## src/rtl/pool2d_stream.sv

```systemverilog
// Streaming 2x2 / stride-2 pooling unit (MAX or AVG, chosen per frame).
// Pixels arrive plane by plane in raster order; each odd-row/odd-col beat
// completes a window and loads the single-entry output register.
module pool2d_stream #(
    parameter int DATA_W   = 32,
    parameter int IMG_W    = 28,
    parameter int IMG_H    = 28,
    parameter int CHANNELS = 16,
    parameter int CH_W     = (CHANNELS > 1) ? $clog2(CHANNELS) : 1
) (
    input  logic                     clk,
    input  logic                     reset,
    input  logic                     start,
    input  logic                     mode,
    output logic                     busy,
    output logic                     done,
    input  logic                     in_valid,
    output logic                     in_ready,
    input  logic signed [DATA_W-1:0] in_data,
    output logic                     out_valid,
    input  logic                     out_ready,
    output logic signed [DATA_W-1:0] out_data,
    output logic [CH_W-1:0]          out_ch,
    output logic                     out_last
);

    // Column counter is at least 2 bits so col[COL_W-1:1] is always a legal slice.
    localparam int COL_W = ($clog2(IMG_W) < 2) ? 2 : $clog2(IMG_W);
    localparam int ROW_W = ($clog2(IMG_H) < 1) ? 1 : $clog2(IMG_H);
    localparam int LB_N  = IMG_W / 2;

    localparam logic [1:0] S_IDLE  = 2'd0;
    localparam logic [1:0] S_RUN   = 2'd1;
    localparam logic [1:0] S_DRAIN = 2'd2;
    localparam logic [1:0] S_DONE  = 2'd3;

    logic [1:0]       state;
    logic             mode_q;
    logic [COL_W-1:0] col;
    logic [ROW_W-1:0] row;
    logic [CH_W-1:0]  ch;

    logic signed [DATA_W-1:0] h_reg;
    logic signed [DATA_W+1:0] linebuf [LB_N];

    logic                     accept, load;
    logic                     col_last, row_last, ch_last, frame_last;
    logic [COL_W-2:0]         lb_idx;
    logic signed [DATA_W:0]   h_ext, x_ext, pair;
    logic signed [DATA_W+1:0] pair_w, lb_q, vsum, vmax;
    logic signed [DATA_W-1:0] result;

    assign busy     = (state != S_IDLE);
    assign done     = (state == S_DONE);
    assign in_ready = (state == S_RUN) && (!out_valid || out_ready);
    assign accept   = in_valid && in_ready;

    assign col_last   = (col == COL_W'(IMG_W - 1));
    assign row_last   = (row == ROW_W'(IMG_H - 1));
    assign ch_last    = (ch == CH_W'(CHANNELS - 1));
    assign frame_last = col_last && row_last && ch_last;

    // A window completes on the odd column of an odd row.
    assign load   = accept && col[0] && row[0];
    assign lb_idx = col[COL_W-1:1];

    // Horizontal pair, then vertical combine against the stored upper pair.
    always_comb begin
        h_ext  = {h_reg[DATA_W-1], h_reg};
        x_ext  = {in_data[DATA_W-1], in_data};
        pair   = mode_q ? (h_ext + x_ext) : ((x_ext > h_ext) ? x_ext : h_ext);
        pair_w = {pair[DATA_W], pair};
        lb_q   = linebuf[lb_idx];
        vsum   = lb_q + pair_w;
        vmax   = (pair_w > lb_q) ? pair_w : lb_q;
        // Average of four DATA_W values always fits back into DATA_W bits.
        result = mode_q ? DATA_W'(vsum >>> 2) : DATA_W'(vmax);
    end

    // Frame FSM, mode latch and raster counters.
    always_ff @(posedge clk or posedge reset) begin
        if (reset) begin
            state  <= S_IDLE;
            mode_q <= 1'b0;
            col    <= '0;
            row    <= '0;
            ch     <= '0;
        end else begin
            case (state)
                S_IDLE: begin
                    if (start) begin
                        state  <= S_RUN;
                        mode_q <= mode;
                        col    <= '0;
                        row    <= '0;
                        ch     <= '0;
                    end
                end
                S_RUN: begin
                    if (accept) begin
                        if (col_last) begin
                            col <= '0;
                            if (row_last) begin
                                row <= '0;
                                ch  <= ch_last ? '0 : ch + CH_W'(1);
                            end else begin
                                row <= row + ROW_W'(1);
                            end
                        end else begin
                            col <= col + COL_W'(1);
                        end
                        if (frame_last) state <= S_DRAIN;
                    end
                end
                S_DRAIN: begin
                    if (!out_valid || out_ready) state <= S_DONE;
                end
                default: state <= S_IDLE;
            endcase
        end
    end

    // Output register: reload wins over handshake clear so back-to-back has no bubble.
    always_ff @(posedge clk or posedge reset) begin
        if (reset) begin
            out_valid <= 1'b0;
            out_data  <= '0;
            out_ch    <= '0;
            out_last  <= 1'b0;
        end else if (load) begin
            out_valid <= 1'b1;
            out_data  <= result;
            out_ch    <= ch;
            out_last  <= row_last && col_last;
        end else if (out_valid && out_ready) begin
            out_valid <= 1'b0;
            out_data  <= '0;
            out_ch    <= '0;
            out_last  <= 1'b0;
        end
    end

    // Pixel holding register and line buffer; contents are don't-care after reset.
    always_ff @(posedge clk) begin
        if (accept && !col[0]) h_reg <= in_data;
        if (accept && col[0] && !row[0]) linebuf[lb_idx] <= pair_w;
    end

endmodule

```

## config.mk

```make
export PLATFORM = sky130hd
export DESIGN_NAME = pool2d_stream
export DESIGN_NICKNAME = d
export VERILOG_FILES = /design/src/rtl/pool2d_stream.sv
export SDC_FILE = /design/constraint.sdc
export NUM_CORES = 1
export LEC_CHECK = 0
export CAP_MARGIN = 20
export CORE_MARGIN = 4
export CORE_UTILIZATION = 35
export DETAILED_ROUTE_END_ITERATION = 10
export GPL_TIMING_DRIVEN = 0
export HOLD_SLACK_MARGIN = 0.15
export SETUP_SLACK_MARGIN = 0.05
export SYNTH_ARGS = -nofsm -noshare
export SYNTH_HDL_FRONTEND = slang
export SYNTH_SLANG_ARGS = --single-unit
```

## constraint.sdc

```tcl
create_clock -name clk -period 8.15 [get_ports clk]
set_clock_uncertainty 0.05 [all_clocks]
set_input_delay 1.2225 -clock clk [delete_from_list [all_inputs] [get_ports clk]]
set_output_delay 1.2225 -clock clk [all_outputs]
set_load 0.01 [all_outputs]
```

After elaboration in Yosys (flattened, before gate mapping)

Memory sizes are Yosys's and may differ from the RTL's.
Index checks and enable logic that the tools add are counted.

Add/sub/neg operators: 5
Magnitude comparators: 2
Eq/ne operators: 12
Mux-type cells: 32
Reduce and logical (&&, ||, !) cells: 22

Operators by type and width:

| cell                  | count |
|---|---|
| $mux W32              | 4 |
| $mux W33              | 2 |
| $add A34 B33 Y34      | 1 |
| $gt A33 B34 Y1        | 1 |
| $add A32 B32 Y33      | 1 |
| $gt A32 B32 Y1        | 1 |
| $mux W5               | 6 |
| $mux W4               | 7 |
| $pmux W5 S2           | 2 |
| $ne A2 B2 Y1 const B  | 6 |
| $add A5 B1 Y5 const B | 2 |
| $eq A5 B5 Y1 const B  | 2 |
| $logic_and A1 B1 Y1   | 9 |
| $mux W2               | 4 |
| $pmux W4 S2           | 1 |
| $reduce_and A4 Y1     | 2 |
| $pmux W2 S3           | 1 |
| $reduce_bool A2 Y1    | 3 |
| $mux W1               | 5 |
| $reduce_and A5 Y1     | 1 |
| $add A4 B1 Y4 const B | 1 |
| $eq A2 B2 Y1 const B  | 2 |
| $eq A4 B4 Y1 const B  | 1 |
| $logic_not A1 Y1      | 3 |
| other kinds (5)       | 5 |

Bits in registers: 87
Memory bits (writable): 476
Input bits: 38
Output and inout bits: 41
Logic and storage cells: 84
Memories kept: 1

Memory list:

| memory  | depth | width | read ports | clocked after Yosys merged registers in | wr ports | line | text |
|---|---|---|---|---|---|---|---|
| linebuf | 14    | 34    | 1          | 0                                       | 1        | 44   | `logic signed [DATA_W+1:0] linebuf [LB_N];` |

Logic depth before layout (Yosys ltp)

Gate-level depths: netlist (run 1).

Word-level depth: 8
Gate-level depth with buffers: 27
Depth with buffers taken out: 23

Worst setup path before layout (run 1)

Ideal clock, no wire load.

Path type: input port to flip-flop
From: input port in_data[5]
To: register out_data[25]
Library setup time: 0.134 ns
Data arrival time: 6.299 ns
Required time: 7.966 ns
Slack: 1.667 ns
Stages: 21
Buffers on the path: 2
Cells stage by stage: ha_1 -> a21oi_2 -> o31ai_1 -> a211o_1 -> or3_1 -> a21oi_2 -> mux2i_4 -> buf_2 -> mux2i_1 -> o21ai_0 -> ha_1 -> nor4_1 -> nand3_1 -> nor4_1 -> nor3_1 -> a21oi_4 -> or2b_1 -> buf_4 -> inv_1 -> a222oi_1 -> o21ai_1

Word-level cells in the longest chain between the ends: 7
Elaborated cells between the ends (all ways): 9
Classes of those cells: add/sub: 2; order compare: 2; mux: 5

RTL lines:

| item                   | line | text |
|---|---|---|
| start: declaration     | 19   | `input logic signed [DATA_W-1:0] in_data,` |
| $gt A32 B32 Y1         | 71   | `pair = mode_q ? (h_ext + x_ext) : ((x_ext > h_ext) ? x_ext : h_ext);` |
| $mux W33               | 71   |  |
| $mux W33 *             | 71   |  |
| net pair[9]            | 49   | `logic signed [DATA_W:0] h_ext, x_ext, pair;` |
| $gt A33 B34 Y1         | 75   | `vmax = (pair_w > lb_q) ? pair_w : lb_q;` |
| $mux W32               | 75   |  |
| $mux W32 *             | 77   | `result = mode_q ? DATA_W'(vsum >>> 2) : DATA_W'(vmax);` |
| $mux W32 *             | 130  | `end else if (load) begin` |
| end signal: assignment | 132  | `out_data <= result;` |
| end: declaration       | 22   | `output logic signed [DATA_W-1:0] out_data,` |

Mark *: on every way through the listed nets, which the timed path passes. The rest lies on a longest branch.
A chain may end at the register's enable or synchronous reset.

Worst setup path after layout (run 1)

Ends and elaborated chain as after synthesis.

==> flow_summary.toml, run 1 <==
[synth]
syn_avg_cell_area_um2 = 14.24
synth_edf_count = 494
synthCells = 1876
synth-seq-cells = 549
synth_cell_types = 74
synth_fp_nets = 2052
synth_ff_type = "edfxtp_1"
ys_async_sr_fraction = 0.1002
ys_warn_count = 0
synth_seq_area_share = 0.6070
syn_area_um2 = 26710

[worst_setup_path]
worstSetupPathType = "primary input to flop"
critPathMaxStageDelay_ps = 790
crit_path_end_kind = "flop"
cp_cell_sequence = "clkdlybuf4s50_1, ha_1, a21oi_2, o31ai_1, a211o_1, or3_1, a21oi_2, mux2i_4, buf_6, mux2i_1, mux2i_2, ha_1, nor4_1, nand4_1, nor4_1, nor3_1, a21oi_4, or2b_1, buf_4, inv_1, a222oi_1, o21ai_1"
cp.arrival_ps = 8120
slowest_stage = "mux2i_2"
path_max_fanout = 16
critPathLaunchType = "primary input"
critPathRequiredTime_ps = 8580

[global_routing]
grt_start_max_net_pins = 35
grt-ovfl-total = 0
grt_pass1_wl_mm = 109.9
grt_pass1_vias = 16717
antenna_found_initial = 0
grtUsageTotal = 0.1810

[detailed_routing]
firstDrtPassIters = 8
vias = 16825
totalWireLength_mm = 74.85
routedWlPerCell_um = 24.19
via_per_inst = 5.438
drtAntennaViolNets = 0
drc = 0
drtIter0Drc = 1691

[pwr]
p_switching_mw = 3.561
powerDensity_nw_per_um2 = 314.6
p_leak_nw = 11.10
ir_worst_vdd_uv = 184.6
power_frac_comb = 0.373
intPower_mw = 6.342
seqPwrFrac = 0.362
p_sw_frac = 0.3596
clockPowerShare = 0.264

[floorplanning]
start_util = 0.3522
die_y_um = 284.2
core.rowCount = 101
io_pins = 79
die_width_um = 284.2
die_area_um2 = 80780
core_um2 = 75820

[placed_design]
port_buffers = 78
place_area_um2 = 29510
gp_congestion = 0.9090
pre_cts_slack_ps = -799.2
dpl.hpwl_mm = 55.00

[clock_network]
cts_root_buf = "clkbuf_16"
cts_tree = "built"
h-tree-depth = 2
post_cts_buffers = 0
cts_hold_buf = 0
numCtsBuffers = 57
cts_sinks = 549
clock_path_buffers = 3
clock_latency_ps = 630
clk_pin_slew_ps = 60

[timing]
whs_ps = 450.2
fmax_mhz = 130.1
rsz0062_at_grt = "yes"
fin_crit_ps = 7687
maxSlewViolCount = 0
setup_viol = 0
relSlewSlack = 0.2534
post-route-period-util = 0.9432
finalHoldViolCount = 0
fin_ws_ps = 463.0
tightestPinTransition_ps = 1116

[cells_and_area]
fin_nets = 2245
largest_register_ffs = 462
diodes = 0
area_delta_synth_final_pct = 17.87
drive_gt1_frac = 0.1578
final_cell_area_um2 = 31480
final_cell_mix = "494 x edfxtp_1, 138 x a21oi_1, 137 x ha_1"
finish.utilization = 0.4151
final_common_cell = "edfxtp_1"

[min_path]
min_path_type = "flop to flop"

[run]
cap_viol_max_count = 0

[status]
outcome = "finished, final reports clean"
## worst paths after layout
kind | start | to | slack [ps] | cells past startpoint
worst max-delay path | in_data[5] | out_data[25]$_DFFE_PP0P_ | 460 | 22
worst min-delay path | out_data[5]$_DFFE_PP0P_ | out_data[5]$_DFFE_PP0P_ | 450 | 2
worst max register to register | col[2]$_DFFE_PP0P_ | out_data[25]$_DFFE_PP0P_ | 890 | 20
worst min register to register | out_data[5]$_DFFE_PP0P_ | out_data[5]$_DFFE_PP0P_ | 450 | 2
max in group asynchronous | reset | out_data[19]$_DFFE_PP0P_ | 6520 | 3
min in group asynchronous | reset | out_data[5]$_DFFE_PP0P_ | 910 | 2
## synthesized netlist by cell type (14+ instances only)
cell	number	area, um2
xnor2_1	43	376.6
nor2_1	135	506.7
dfrtp_1	55	1376
buf_2	22	110.1
o21bai_1	23	172.7
mux4_2	106	2387
nand2_1	82	307.8
ha_1	137	1714
nand3_1	22	110.1
xor2_1	14	122.6
o21ai_1	15	75.07
inv_1	123	461.7
a21oi_1	139	695.7
mux2i_1	101	1011
edfxtp_1	494	14830
o21ai_0	50	250.2
nand4_1	14	87.58
clkbuf_1	43	161.4
nand2b_1	20	125.1
o31ai_1	17	127.6
a22o_1	15	131.4
nor3_1	22	110.1
## critical path: cells and delay by family
family	cells	cell delay [ps]
AND/OR/NAND/NOR	6	1930
buffers and inverters	4	1100
multiplexers	3	1480
adder cells (fa/ha/maj)	2	870
AO/OA/AOI/OAI	7	1480
## logic make-up (layout without fill, tap and decap cells)
kind of cell | Yosys count | after routing | synth area share
and+or+nand+nor | 347 | 347 | 0.05997
adders and majority gates | 138 | 138 | 0.06494
AOI/OAI and AO/OA | 357 | 357 | 0.08480
DFF | 549 | 549 | 0.6070
buffers and inverters | 208 | 448 | 0.03144
xor gates and xnor gates | 57 | 57 | 0.01869
muxes | 220 | 220 | 0.1332
## through the flow
step / TNS, ps / power, mW / std cells
after global routing: 0 / 10.40 / 3094
after floorplan: 0 / 6.045 / 1876
final: 0 / 9.903 / 3094
after global placement: -93890 / 7.124 / 2932
after CTS: 0 / 9.900 / 3092
after detailed placement: -18510 / 7.267 / 2986
## layer usage
| metal | routed length, um | GRT usage | up-vias |
|---|---|---|---|
| met4 | 1533 | 0.03925 | 0 |
| met1 | 32500 | 0.2542 | 8592 |
| li1 | - | - | 7551 |
| met3 | 4678 | 0.02622 | 99 |
| met2 | 36140 | 0.3008 | 583 |
| met5 | 0 | 0 | - |
## power groups by stage
stage	logic (mW)	clock network, mW	registers [mW]
floorplan	2.41	0	3.64
global placement	3.45	0	3.67
detailed placement	3.62	0	3.65
CTS	3.65	2.66	3.59
global route	4.02	2.79	3.59
finish	3.70	2.62	3.59
## repair_timing
action,4_1_cts,5_1_grt
gates cloned,0,0
resized for setup,2,6
setup endpoints to repair,13,32
## layout make-up
class	count	area [um2]
sequential	549	16210
fill	6914	44350
multi-input combinational	1119	9833
inverter	124	465.4
buffer	84	374.1
clock buffer	63	1449
tap	978	1224
timing repair buffer	134	1476
clock inverter	43	445.4
Note: power is estimated with default switching activity, not from simulation.
==> run 2: changes to the inputs <==
--- a/config.mk
+++ b/config.mk
@@ -8,6 +8,7 @@
 export CAP_MARGIN = 20
 export CORE_MARGIN = 4
 export CORE_UTILIZATION = 35
+export CTS_BUF_LIST = sky130_fd_sc_hd__clkbuf_4 sky130_fd_sc_hd__clkbuf_8 sky130_fd_sc_hd__clkbuf_16
 export DETAILED_ROUTE_END_ITERATION = 10
 export GPL_TIMING_DRIVEN = 0
 export HOLD_SLACK_MARGIN = 0.15
==> run 2 against run 1 <==
  * Worst setup slack lost 13 ps
  * Design area is essentially flat
  * Total power grew 0.11%
  * Global-route usage is essentially flat
  * Maximum frequency shrank 0.17%
  * Via count shrank 0.16%
  * Critical endpoint unchanged
  * Largest power group unchanged
==> flow_summary.toml, run 2 (same netlist as run 1, synthesis figures left out) <==
[status]
outcome = "finished, final reports clean"

[worst_setup_path]
crit_family = "simple AND/OR/NAND/NOR gates"
critPathLaunchType = "primary input"
reg2reg_from = "col[2]$_DFFE_PP0P_"
crit_path_end_kind = "flop"
worst_r2r_endpoint = "out_data[25]$_DFFE_PP0P_"
path_max_fanout = 16
rrSetupSlack_ps = 930
critPathRequiredTime_ps = 8580
worst-path-buf-inv = 4
critPathMaxStageDelay_ps = 840
reg2reg_depth = 20
worstSetupPathType = "primary input to flop"
slowest_stage = "mux2i_2"
cp.arrival_ps = 8130
cp_cell_sequence = "clkdlybuf4s50_1, ha_1, a21oi_2, o31ai_1, a211o_1, or3_1, a21oi_2, mux2i_4, buf_6, mux2i_1, mux2i_2, ha_1, nor4_1, nand4_1, nor4_1, nor3_1, a21oi_4, or2b_1, buf_4, inv_1, a222oi_1, o21ai_1"

[detailed_routing]
firstDrtPassIters = 6
routedWlPerCell_um = 24.19
dr_wl_met2_mm = 36.00
drtIter0Drc = 1684
vias = 16798
drc = 0
dr_wl_met3_mm = 4.612
totalWireLength_mm = 74.84
via_per_inst = 5.429
routed.top_layer = "met4"
drtAntennaViolNets = 0
met1_length_mm = 32.69

[cells_and_area]
finish.utilization = 0.4154
fin_nets = 2245
largest_register_ffs = 462
final_common_cell = "edfxtp_1"
final_cell_mix = "494 x edfxtp_1, 138 x a21oi_1, 137 x ha_1"
diodes = 0
drive_gt1_frac = 0.1607
area_delta_synth_final_pct = 17.95

[timing]
fin_crit_ps = 7700
relSlewSlack = 0.2377
setup_tns_ps = 0
fmax_mhz = 129.9
tightestPinTransition_ps = 1139
maxSlewViolCount = 0
setup_viol = 0
rsz0062_at_grt = "yes"
post-route-period-util = 0.9448
finalHoldViolCount = 0

[pwr]
power_frac_comb = 0.373
clockPowerShare = 0.266
ir_worst_vdd_uv = 184.9
seqPwrFrac = 0.362
p_leak_nw = 11.12
p_sw_frac = 0.3583
intPower_mw = 6.362
powerDensity_nw_per_um2 = 314.7
p_switching_mw = 3.552
total_power_mw = 9.913

[floorplanning]
die_area_um2 = 80780
start_util = 0.3522
die_y_um = 284.2
io_pins = 79
die_width_um = 284.2
core.rowCount = 101
core_um2 = 75820

[min_path]
min_path_type = "flop to flop"
hp-start = "out_data[5]$_DFFE_PP0P_"
hold_end = "out_data[5]$_DFFE_PP0P_"
whs_path_depth = 2

[clock_network]
cts_sinks = 549
post_cts_resized = 2
numCtsBuffers = 57
h-tree-depth = 2
clk_pin_slew_ps = 60
clock_latency_ps = 630
clock_path_buffers = 3
cts_hold_buf = 0
cts_tree = "built"
post_cts_buffers = 0
cts_root_buf = "clkbuf_16"

[placed_design]
gp_congestion = 0.9090
dpl.hpwl_mm = 55.00
port_buffers = 78

[run]
cap_viol_max_count = 0

[global_routing]
antenna_found_initial = 0
grt_start_max_net_pins = 35
grt-ovfl-total = 0
grt_pass1_vias = 16743
grtUsageTotal = 0.1811
grt_pass1_wl_mm = 109.9
## run 2: cell count changes in the layout (fill, tap and decap cells not counted)
cell | previous run | this run
clkbuf_1 | 49 | 43
clkbuf_4 | 0 | 6
## run 2: worst reg2reg max path, stage by stage (launching register included)
cell and delay [ps]:
dfrtp_1 330, clkbuf_1 630, buf_2 480, buf_1 580, buf_1 680, mux4_2 430, mux2i_1 190, nor2_1 70
a21oi_1 590, inv_1 110, ha_1 380, nor4_1 410, nand4_1 180, nor4_1 460, nor3_1 150, a21oi_4 320
or2b_1 360, buf_4 270, inv_1 60, a222oi_1 220, o21ai_1 110
## run 2: cell type report
class / instances / area (um2)
buffer: 84 / 374.1
sequential: 549 / 16210
fill: 6913 / 44320
clock inverter: 43 / 445.4
multi-input combinational: 1119 / 9833
inverter: 124 / 465.4
clock buffer: 63 / 1471
timing repair buffer: 134 / 1476
tap: 978 / 1224
## run 2: worst max-delay path by stage
stage | from | slack [ps] | cells past startpoint | end
after floorplan | in_data[5] | 1670 | 21 | out_data[25]$_DFFE_PP0P_
after global placement | in_data[5] | -850 | 22 | out_data[25]$_DFFE_PP0P_
after detailed placement | in_data[0] | -800 | 25 | out_data[25]$_DFFE_PP0P_
after CTS | in_data[0] | 100 | 25 | out_data[25]$_DFFE_PP0P_
after global routing | in_data[5] | 30 | 22 | out_data[25]$_DFFE_PP0P_
final | in_data[5] | 450 | 22 | out_data[25]$_DFFE_PP0P_
## run 2: per-layer routing
metal,up-vias,GRT usage
met5,-,0
li1,7559,-
met2,521,0.3007
met1,8623,0.2536
met4,0,0.04026
met3,95,0.02686
## run 2: metrics by stage
step / instances / hold WS (ps) / worst slack (ps) / cell area, um2
floorplan: 1876 / 436.6 / 1667 / 26710
global placement: 2932 / 429.8 / -850.3 / 28710
detailed placement: 2986 / 444.7 / -799.2 / 29510
CTS: 3092 / 459.7 / 102.9 / 31440
global route: 3094 / 495.5 / 33.64 / 31500
finish: 3094 / 448.7 / 449.8 / 31500
## run 2: power groups by stage
stage,clock network (mW),registers [mW],logic (mW)
3_5_place_dp,0,3.65,3.62
3_3_place_gp,0,3.67,3.45
2_1_floorplan,0,3.64,2.41
6_report,2.63,3.59,3.69
4_1_cts,2.68,3.59,3.65
5_1_grt,2.81,3.59,4.02
==> run 3: changes to the inputs <==
==> constraint.sdc (replaced) <==
create_clock -name clk -period 6.7 [get_ports clk]
set_clock_uncertainty 0.05 [all_clocks]
set_input_delay 1.005 -clock clk [delete_from_list [all_inputs] [get_ports clk]]
set_output_delay 1.005 -clock clk [all_outputs]
set_load 0.01 [all_outputs]
==> run 3 against run 2 <==
  * Final cell count up 0.36%
  * Combinational power up 31%
  * Die area unchanged
  * Wire length up 0.65%
  * Design area up 1.4%
  * Non-clock buffer count up 11
  * Sequential power up 21%
  * Flip-flop and latch count unchanged
  * Clock power up 22%
  * First-iteration DRC count up 0.95%
  * Critical path depth up 2
  * Core utilization up 0.59 points
==> flow_summary.toml, run 3 (same netlist as run 1, synthesis figures left out) <==
[clock_network]
cts_tree = "built"
h-tree-depth = 2
cts_root_buf = "clkbuf_16"
cts_sinks = 549
cts_hold_buf = 0
numCtsBuffers = 57
clk_pin_slew_ps = 60
clock_path_buffers = 3
clock_latency_ps = 630

[worst_setup_path]
crit_path_end_kind = "flop"
reg2reg_from = "col[2]$_DFFE_PP0P_"
rrSetupSlack_ps = 540
worst-path-buf-inv = 5
critPathLaunchType = "primary input"
worst_r2r_endpoint = "out_data[25]$_DFFE_PP0P_"
path_max_fanout = 16
crit_family = "compound AO/OA/AOI/OAI gates"
cp_cell_sequence = "clkdlybuf4s50_1, ha_2, a21oi_2, o31ai_1, a211o_1, or3_1, a21oi_2, mux2i_4, buf_4, buf_6, mux2i_2, mux2i_4, ha_4, nor2_1, nand3_1, nor2_1, o41ai_2, o211ai_1, a21oi_4, or2b_4, buf_4, inv_1, a222oi_1, o21ai_1"
reg2reg_depth = 19
critPathMaxStageDelay_ps = 550
slowest_stage = "clkdlybuf4s50_1"
worstSetupPathType = "primary input to flop"
critPathRequiredTime_ps = 7140
cp.arrival_ps = 6860

[cells_and_area]
fin_nets = 2256
drive_gt1_frac = 0.1904
nFillCells = 6871
finish.utilization = 0.4213
largest_register_ffs = 462
seq_area_um2 = 16210
diodes = 0
area_delta_synth_final_pct = 19.63
final_common_cell = "edfxtp_1"
multi_input_area_um2 = 10160
final_cell_mix = "494 x edfxtp_1, 132 x a21oi_1, 129 x ha_1"

[floorplanning]
die_y_um = 284.2
die_area_um2 = 80780
die_width_um = 284.2
core_um2 = 75820
io_pins = 79
core.rowCount = 101
start_util = 0.3522

[pwr]
power_frac_comb = 0.389
p_sw_frac = 0.3604
p_switching_mw = 4.468
ir_worst_vdd_uv = 242.4
intPower_mw = 7.928
seqPwrFrac = 0.352
clockPowerShare = 0.259
powerDensity_nw_per_um2 = 388.0
p_leak_nw = 11.22

[timing]
whs_ps = 448.6
relSlewSlack = 0.2490
maxSlewViolCount = 0
fmax_mhz = 155.7
setup_viol = 0
post-route-period-util = 0.9589
finalHoldViolCount = 0
setup_tns_ps = 0
rsz0062_at_grt = "yes"
tightestPinTransition_ps = 1122
fin_crit_ps = 6425

[placed_design]
port_buffers = 78
dpl.hpwl_mm = 55.00
gp_congestion = 0.9090

[detailed_routing]
vias = 16971
drtAntennaViolNets = 0
totalWireLength_mm = 75.33
drtIter0Drc = 1700
via_per_inst = 5.466
drc = 0
firstDrtPassIters = 8
routedWlPerCell_um = 24.26

[min_path]
hp-start = "out_data[5]$_DFFE_PP0P_"
whs_path_depth = 2
hold_end = "out_data[5]$_DFFE_PP0P_"
min_path_type = "flop to flop"

[global_routing]
grt_pass1_vias = 16770
antenna_found_initial = 0
grt_start_max_net_pins = 35
grt_pass1_wl_mm = 110.3
grtUsageTotal = 0.1816
grt-ovfl-total = 0

[run]
cap_viol_max_count = 0

[status]
outcome = "finished, final reports clean"
## run 3: cell types whose count changed in the layout (fill, tap and decap cells not counted), sizes merged
cell / change
buf: +17
clkbuf: -6
clkinvlp: +1
inv: -1
## run 3: tightest hold or removal path, cell delays in order, from the launching register on
cell and delay [ps]:
dfrtp_1 360, nand2_1 60, nand2_1 60
## run 3: worst max-delay path by stage
stage                     from                        to  slack, ps  depth (start not counted)
detailed placement  in_data[0]  out_data[25]$_DFFE_PP0P_      -2030                         25
global route        in_data[5]  out_data[25]$_DFFE_PP0P_         30                         24
finish              in_data[5]  out_data[25]$_DFFE_PP0P_        280                         24
floorplan           in_data[5]  out_data[25]$_DFFE_PP0P_        430                         21
CTS                 in_data[5]  out_data[25]$_DFFE_PP0P_         50                         24
global placement    in_data[5]  out_data[25]$_DFFE_PP0P_      -2080                         22
## run 3: power by group through the flow
stage               Clock [mW]  Combinational [mW]  Sequential, mW
floorplan                    0                2.93            4.42
finish                    3.20                4.83            4.36
global placement             0                4.20            4.46
CTS                       3.26                4.58            4.36
global route              3.41                5.21            4.37
detailed placement           0                4.40            4.44
## run 3: final cells by class
cell class | count | area share
well taps | 978 | 0.03830
plain buffers | 77 | 0.01112
flip-flops and latches | 549 | 0.5074
repair buffers | 152 | 0.05056
clock buffers | 63 | 0.04606
multi-input cells | 1119 | 0.3179
clock inverters | 43 | 0.01394
inverters | 124 | 0.01469
## run 3: repair_timing
action	CTS	global route
pin swaps	2	9
setup endpoints to repair	32	32
gates resized for setup	37	40
buffers inserted	7	12
endpoints found under the hold margin	0	0
cloned	0	0
## run 3: routing by layer
metal / global-route usage / vias up / part of all wire
met1: 0.2548 / 8710 / 0.43
met3: 0.02646 / 91 / 0.063
met4: 0.04026 / 0 / 0.020
met5: 0 / - / 0
met2: 0.3015 / 592 / 0.48
li1: - / 7578 / -
## run 3: through the flow
stage               power, mW  instance area, um2  std cells  setup slack, ps
floorplan               7.354               26710       1876            434.6
global placement        8.666               28710       2932            -2083
detailed placement      8.840               29510       2986            -2032
CTS                     12.21               31660       3095            47.89
global route            12.99               31950       3105            31.55
finish                  12.40               31950       3105            275.5
==> variant 1, RTL diff (flow settings as in run 2) <==
Change the parameter `IMG_H` from 28 to 14.
--- a/src/rtl/pool2d_stream.sv
+++ b/src/rtl/pool2d_stream.sv
@@ -4,7 +4,7 @@
 module pool2d_stream #(
     parameter int DATA_W   = 32,
     parameter int IMG_W    = 28,
-    parameter int IMG_H    = 28,
+    parameter int IMG_H    = 14,
     parameter int CHANNELS = 16,
     parameter int CH_W     = (CHANNELS > 1) ? $clog2(CHANNELS) : 1
 ) (
Check against the original RTL: no difference found for any inputs over 10 cycles, from zero or initial values and one cycle with reset high; that may be too few to reach the edited logic, so the function may still have changed.
==> variant 1 against run 2 <==
- setup slack worse by 0.086 ns
- maximum frequency down 1.1%
- cell area increased by 1.5%
- critical path depth grew 1
- count of clock-buffer cells in the layout increased by 4
- worst hold slack better by 0.016 ns
- sequential cell count fell by 1
- register-to-register slack gained 0.11 ns
- power grew 20%
- area after synthesis is 1.3% higher
- synthesized cell count is 2.5% higher
- first-iteration DRC count is 7.1% higher
- sequential share of layout area shrank 0.85 points
- wire length increased by 2.4%
- largest cell class unchanged
==> variant 1: results <==
{
  "cts_made_buffers": 57,
  "hold_class": "flip-flop to flip-flop",
  "synthArstFlopShare_pct": 9.854,
  "seq_area_frac_synth_pct": 59.83,
  "io_buffers": 78,
  "arrival_ns": 8.19,
  "grt_pass1_wl_mm": 113.0,
  "leakage_nw": 11.41,
  "pwr-share-seq_pct": 30.1,
  "ctsRootBufferMaster": "clkbuf_16",
  "routed_wl_mm": 76.66,
  "dpl_cell_area_mm2": 0.02999,
  "hpwlAfterDp_mm": 56.36,
  "syn_nets": 2099,
  "clkLatencyLatePin_ns": 0.63,
  "yosys_warnings": 0,
  "postCtsSetupBuffers": 0,
  "clkTransAtPathRegs_ns": 0.06,
  "ys_top_cells_by_area": "edfxtp_1 (55%), mux4_2 (8.4%), ha_1 (6.4%)",
  "critPathMaxFanout": 16,
  "htree_levels": 2,
  "finalNetCount": 2289,
  "use_met1_pct": 25.73,
  "antenna_found_initial": 2,
  "p_sw_share_pct": 40.15,
  "synth_edf_count": 494,
  "vias_per_cell": 5.416,
  "grt_pass1_vias": 17360,
  "use_met2_pct": 29.74,
  "dr.pass1.iters": 6,
  "gp_congestion": 0.9006,
  "status": "complete, no violations",
  "grt_max_degree": 40,
  "met3_usage_pct": 3.139,
  "preCtsSetupSlack_ns": -0.7250,
  "layout-drive-gt1-share_pct": 16.75,
  "vdd_drop_max_v": 0.0002475,
  "largest_register_ff_count": 462,
  "globalRouteTotalUtil_pct": 18.38,
  "synth_common_cells": "edfxtp_1 (494), nor2_1 (152), a21oi_1 (148)",
  "ys_types": 77,
  "drv_slew": 0,
  "max_slew_margin_pct": 25.01,
  "initialDrtViolationCount": 1803,
  "clock_path_buffers": 3
}
variant 1: changes by cell type after synthesis, moves of 10 or more:
cell,before,now
a211oi_1,4,14
o21ai_1,15,2
a221o_1,3,14
mux2i_1,101,113
nor2_1,135,152
xnor2_1,43,32
clkbuf_1,43,53
mux2_2,12,24
variant 1: worst max-delay path, cell delays in order:
cell and delay [ns]:
clkdlybuf4s50_1 0.48, ha_1 0.26, fa_1 0.38, nand2b_1 0.11, a21oi_1 0.09, o21ba_2 0.22
o41ai_1 0.58, a21oi_1 0.26, a211oi_2 0.39, o221ai_1 0.36, xnor2_1 0.26, mux2i_4 0.52
ha_1 0.33, clkbuf_1 0.21, nor4_4 0.28, nand3_1 0.18, or4_1 0.60, a31oi_1 0.38
o41ai_2 0.16, buf_6 0.18, buf_6 0.15, o311ai_0 0.39, a22oi_1 0.15
variant 1: area by class of cell:
cell class | count | area (um^2)
Antenna cell | 1 | 2.502
Buffer | 88 | 385.4
Clock buffer | 67 | 1531
Clock inverter | 41 | 396.6
Fill cell | 7044 | 44350
Inverter | 117 | 439.2
Multi-Input combinational cell | 1169 | 10260
Sequential cell | 548 | 16190
Tap cell | 1030 | 1289
Timing Repair Buffer | 131 | 1489
variant 1: power by group through the flow:
stage                     clock, mW  combinational [mW]  sequential, mW
after floorplan                   0                3.71            3.62
final                          2.64                5.70            3.58
after detailed placement          0                5.60            3.64
after CTS                      2.69                5.64            3.59
after global routing           2.80                6.15            3.60
after global placement            0                5.40            3.66
variant 1: metal layers:
metal	wire length, um	up-vias
met3	4765	119
met1	33670	8909
met5	8	-
met2	36210	514
li1	-	7743
met4	2009	2
variant 1: path summary, 6_finish.rpt:
check                           slack [ns]           end       start  cells past startpoint
worst max-delay path                  0.36  out_data[26]  in_data[0]                     23
worst min-delay path                  0.46     out_ch[2]   out_ch[2]                      1
worst max register to register        1.04  out_data[26]    h_reg[0]                     22
worst min register to register        0.46     out_ch[2]   out_ch[2]                      1
max in group asynchronous             6.59  out_data[20]       reset                      3
min in group asynchronous             0.89        col[4]       reset                      2
variant 1: kinds of logic after synthesis:
kind of cell	Yosys count	synth area share, %
flip-flops	548	59.83
XOR/XNOR	43	1.392
buffers and inverters	205	3.048
multiplexers	239	13.64
adder cells (fa/ha/maj)	139	6.456
AND/OR/NAND/NOR	379	6.688
AO/OA/AOI/OAI	369	8.945
variant 1: what timing repair did:
action | CTS | global route
cloned | 0 | 0
hold buffers | 0 | 0
gates resized for setup | 2 | 7
endpoints found under the hold margin | 0 | 0
endpoints found under the setup margin | 3 | 26
variant 1: metrics by stage:
stage	total power [mW]	setup TNS, ns	std cells
2_1_floorplan	7.328	0	1922
3_3_place_gp	9.068	-67.70	3030
3_5_place_dp	9.241	-15.16	3082
4_1_cts	11.92	0	3190
5_1_grt	12.55	0	3191
6_report	11.92	0	3192
==> variant 2, RTL diff (settings of run 2) <==
Without the edit above. Register the input `mode` before use. The logic sees it one clock later. The other inputs are not delayed to match.
--- a/src/rtl/pool2d_stream.sv
+++ b/src/rtl/pool2d_stream.sv
@@ -33,6 +33,12 @@
     localparam logic [1:0] S_RUN   = 2'd1;
     localparam logic [1:0] S_DRAIN = 2'd2;
     localparam logic [1:0] S_DONE  = 2'd3;
+
+    logic mode_r;
+
+    always_ff @(posedge clk) begin
+        mode_r <= mode;
+    end
 
     logic [1:0]       state;
     logic             mode_q;
@@ -90,7 +96,7 @@
                 S_IDLE: begin
                     if (start) begin
                         state  <= S_RUN;
-                        mode_q <= mode;
+                        mode_q <= mode_r;
                         col    <= '0;
                         row    <= '0;
                         ch     <= '0;
Function: same outputs for any inputs over 10 cycles, from zero or initial values and one cycle with reset high; that may be too few to reach the edited logic, so the function may still have changed.
==> variant 2 against run 2 <==
- via count up 1.6%
- clock power down 2%
- setup slack worse by 0.24 ns
- utilization grew 0.14 points
- critical path depth is 2 higher
- power is 2.3% lower
- wire length is 3.5% lower
- sequential cell count up 1
- highest routed layer unchanged
- area after synthesis is 0.42% higher
- worst hold slack lost 0.0036 ns
- global-route usage down 0.81 points
- cell area rose by 0.50%
==> variant 2: results <==
{
  "clk-power_mw": 2.57,
  "hold_class": "flip-flop to flip-flop",
  "cts_made_buffers": 57,
  "vias": 17060,
  "leakage_nw": 11.10,
  "hpwlAfterDp_mm": 52.28,
  "p_sw_share_pct": 34.40,
  "routed_wl_mm": 72.25,
  "ys_top_cells_by_area": "edfxtp_1 (55%), mux4_2 (8.6%), ha_1 (6.4%)",
  "drc": 0,
  "grt_max_degree": 39,
  "cpMaxStageDelayCell": "or4b_1",
  "grt_pass1_wl_mm": 107.4,
  "diodes": 0,
  "clock_path_buffers": 3,
  "layout-drive-gt1-share_pct": 16.10,
  "preCtsSetupSlack_ns": -1.281,
  "arrival_ns": 8.44,
  "gp_congestion": 0.8649,
  "status": "complete, no violations",
  "max_slew_margin_pct": 29.16,
  "globalRouteTotalUtil_pct": 17.30,
  "critPathMaxFanout": 10,
  "ys_types": 89,
  "synth_edf_count": 494,
  "power.density_mw_per_mm2": 305.9,
  "clkLatencyLatePin_ns": 0.62,
  "nFillCells": 6900,
  "critPathMaxStageDelay_ns": 0.65,
  "finalNetCount": 2265,
  "seq_area_frac_synth_pct": 60.52,
  "vdd_drop_max_v": 0.0001797,
  "initialDrtViolationCount": 1694,
  "largest_register_ff_count": 462,
  "htree_levels": 2,
  "synthArstFlopShare_pct": 10.00,
  "synth_common_cells": "edfxtp_1 (494), nor2_1 (157), a21oi_1 (153)",
  "antenna_found_initial": 1,
  "p_seq_mw": 3.68,
  "syn_nets": 2065,
  "io_buffers": 78,
  "ctsRootBufferMaster": "clkbuf_16"
}
[variant 2: cell types whose count changed after synthesis, sizes merged, moves of 8 or more]
cell,delta
a21oi,+11
a21o,+10
inv,-13
nor3,+8
o21ai,-12
o31ai,-9
a221o,+12
o22ai,+13
nor2,+23
mux2i,-10
nand2,-22
o21bai,-12
[variant 2: logic make-up (layout without fill, tap and decap cells)]
logic type                 count (synthesis)  count (layout)  synth area share [%]
adders and majority gates                138             138                 6.467
and+or+nand+nor                          362             362                 6.331
AOI/OAI and AO/OA                        381             381                 9.350
buffers and inverters                    200             442                 3.056
muxes                                    212             212                 12.77
DFF                                      550             550                 60.52
xor gates and xnor gates                  46              46                 1.502
[variant 2: what timing repair did]
action	4_1_cts	5_1_grt
hold buffers	0	0
endpoints found under the setup margin	32	30
gates resized for setup	7	6
pin swaps	0	1
buffers inserted	0	5
[variant 2: layout make-up]
type,count,area (um^2),share of cell area [%]
buffer,89,402.9,1.273
clock buffer,62,1464,4.624
clock inverter,39,361.6,1.142
inverter,111,416.7,1.316
multi-input combinational,1139,9958,31.46
sequential,550,16230,51.27
tap,1030,1289,4.071
timing repair buffer,141,1534,4.846
[variant 2: metal layers]
metal / wire length, um / share of wire (%) / track usage [%] / vias up
li1: - / - / - / 7674
met4: 1347 / 1.9 / 3.938 / 0
met5: 0 / 0 / 0 / -
met1: 32000 / 44 / 24.77 / 8686
met3: 4745 / 6.6 / 2.886 / 91
met2: 34150 / 47 / 27.81 / 613
[variant 2: through the flow]
stage / instances / cell area (um^2)
after global routing: 3161 / 31660
after floorplan: 1889 / 26820
final: 3161 / 31660
after global placement: 2997 / 28890
after detailed placement: 3051 / 29680
after CTS: 3152 / 31540
[variant 2: path summary, 6_finish.rpt]
check                           start  slack (ns)      endpoint  depth (start not counted)
max                        in_data[4]        0.21  out_data[12]                         24
min                         out_ch[2]        0.45     out_ch[2]                          2
max reg2reg                  h_reg[4]        0.91  out_data[12]                         24
min reg2reg                 out_ch[2]        0.45     out_ch[2]                          2
max in group asynchronous       reset        6.59  out_data[11]                          3
min in group asynchronous       reset        0.88     out_valid                          2
[variant 2: worst register-to-register path, stage by stage, from the launching register on]
cell and delay (ns):
edfxtp_1 0.39, inv_1 0.06, ha_1 0.40, nand4_1 0.21
nor3_4 0.37, a21boi_1 0.36, o31ai_2 0.16, o2111ai_1 0.17
mux2i_2 0.42, buf_4 0.31, buf_6 0.22, mux2i_1 0.34
mux2i_1 0.23, ha_1 0.48, nor4_2 0.42, nand4_1 0.22
or4b_1 0.65, a31oi_2 0.28, o41ai_1 0.14, a31oi_1 0.30
buf_4 0.27, nand2_2 0.19, buf_2 0.27, o22ai_1 0.15
a221o_1 0.14
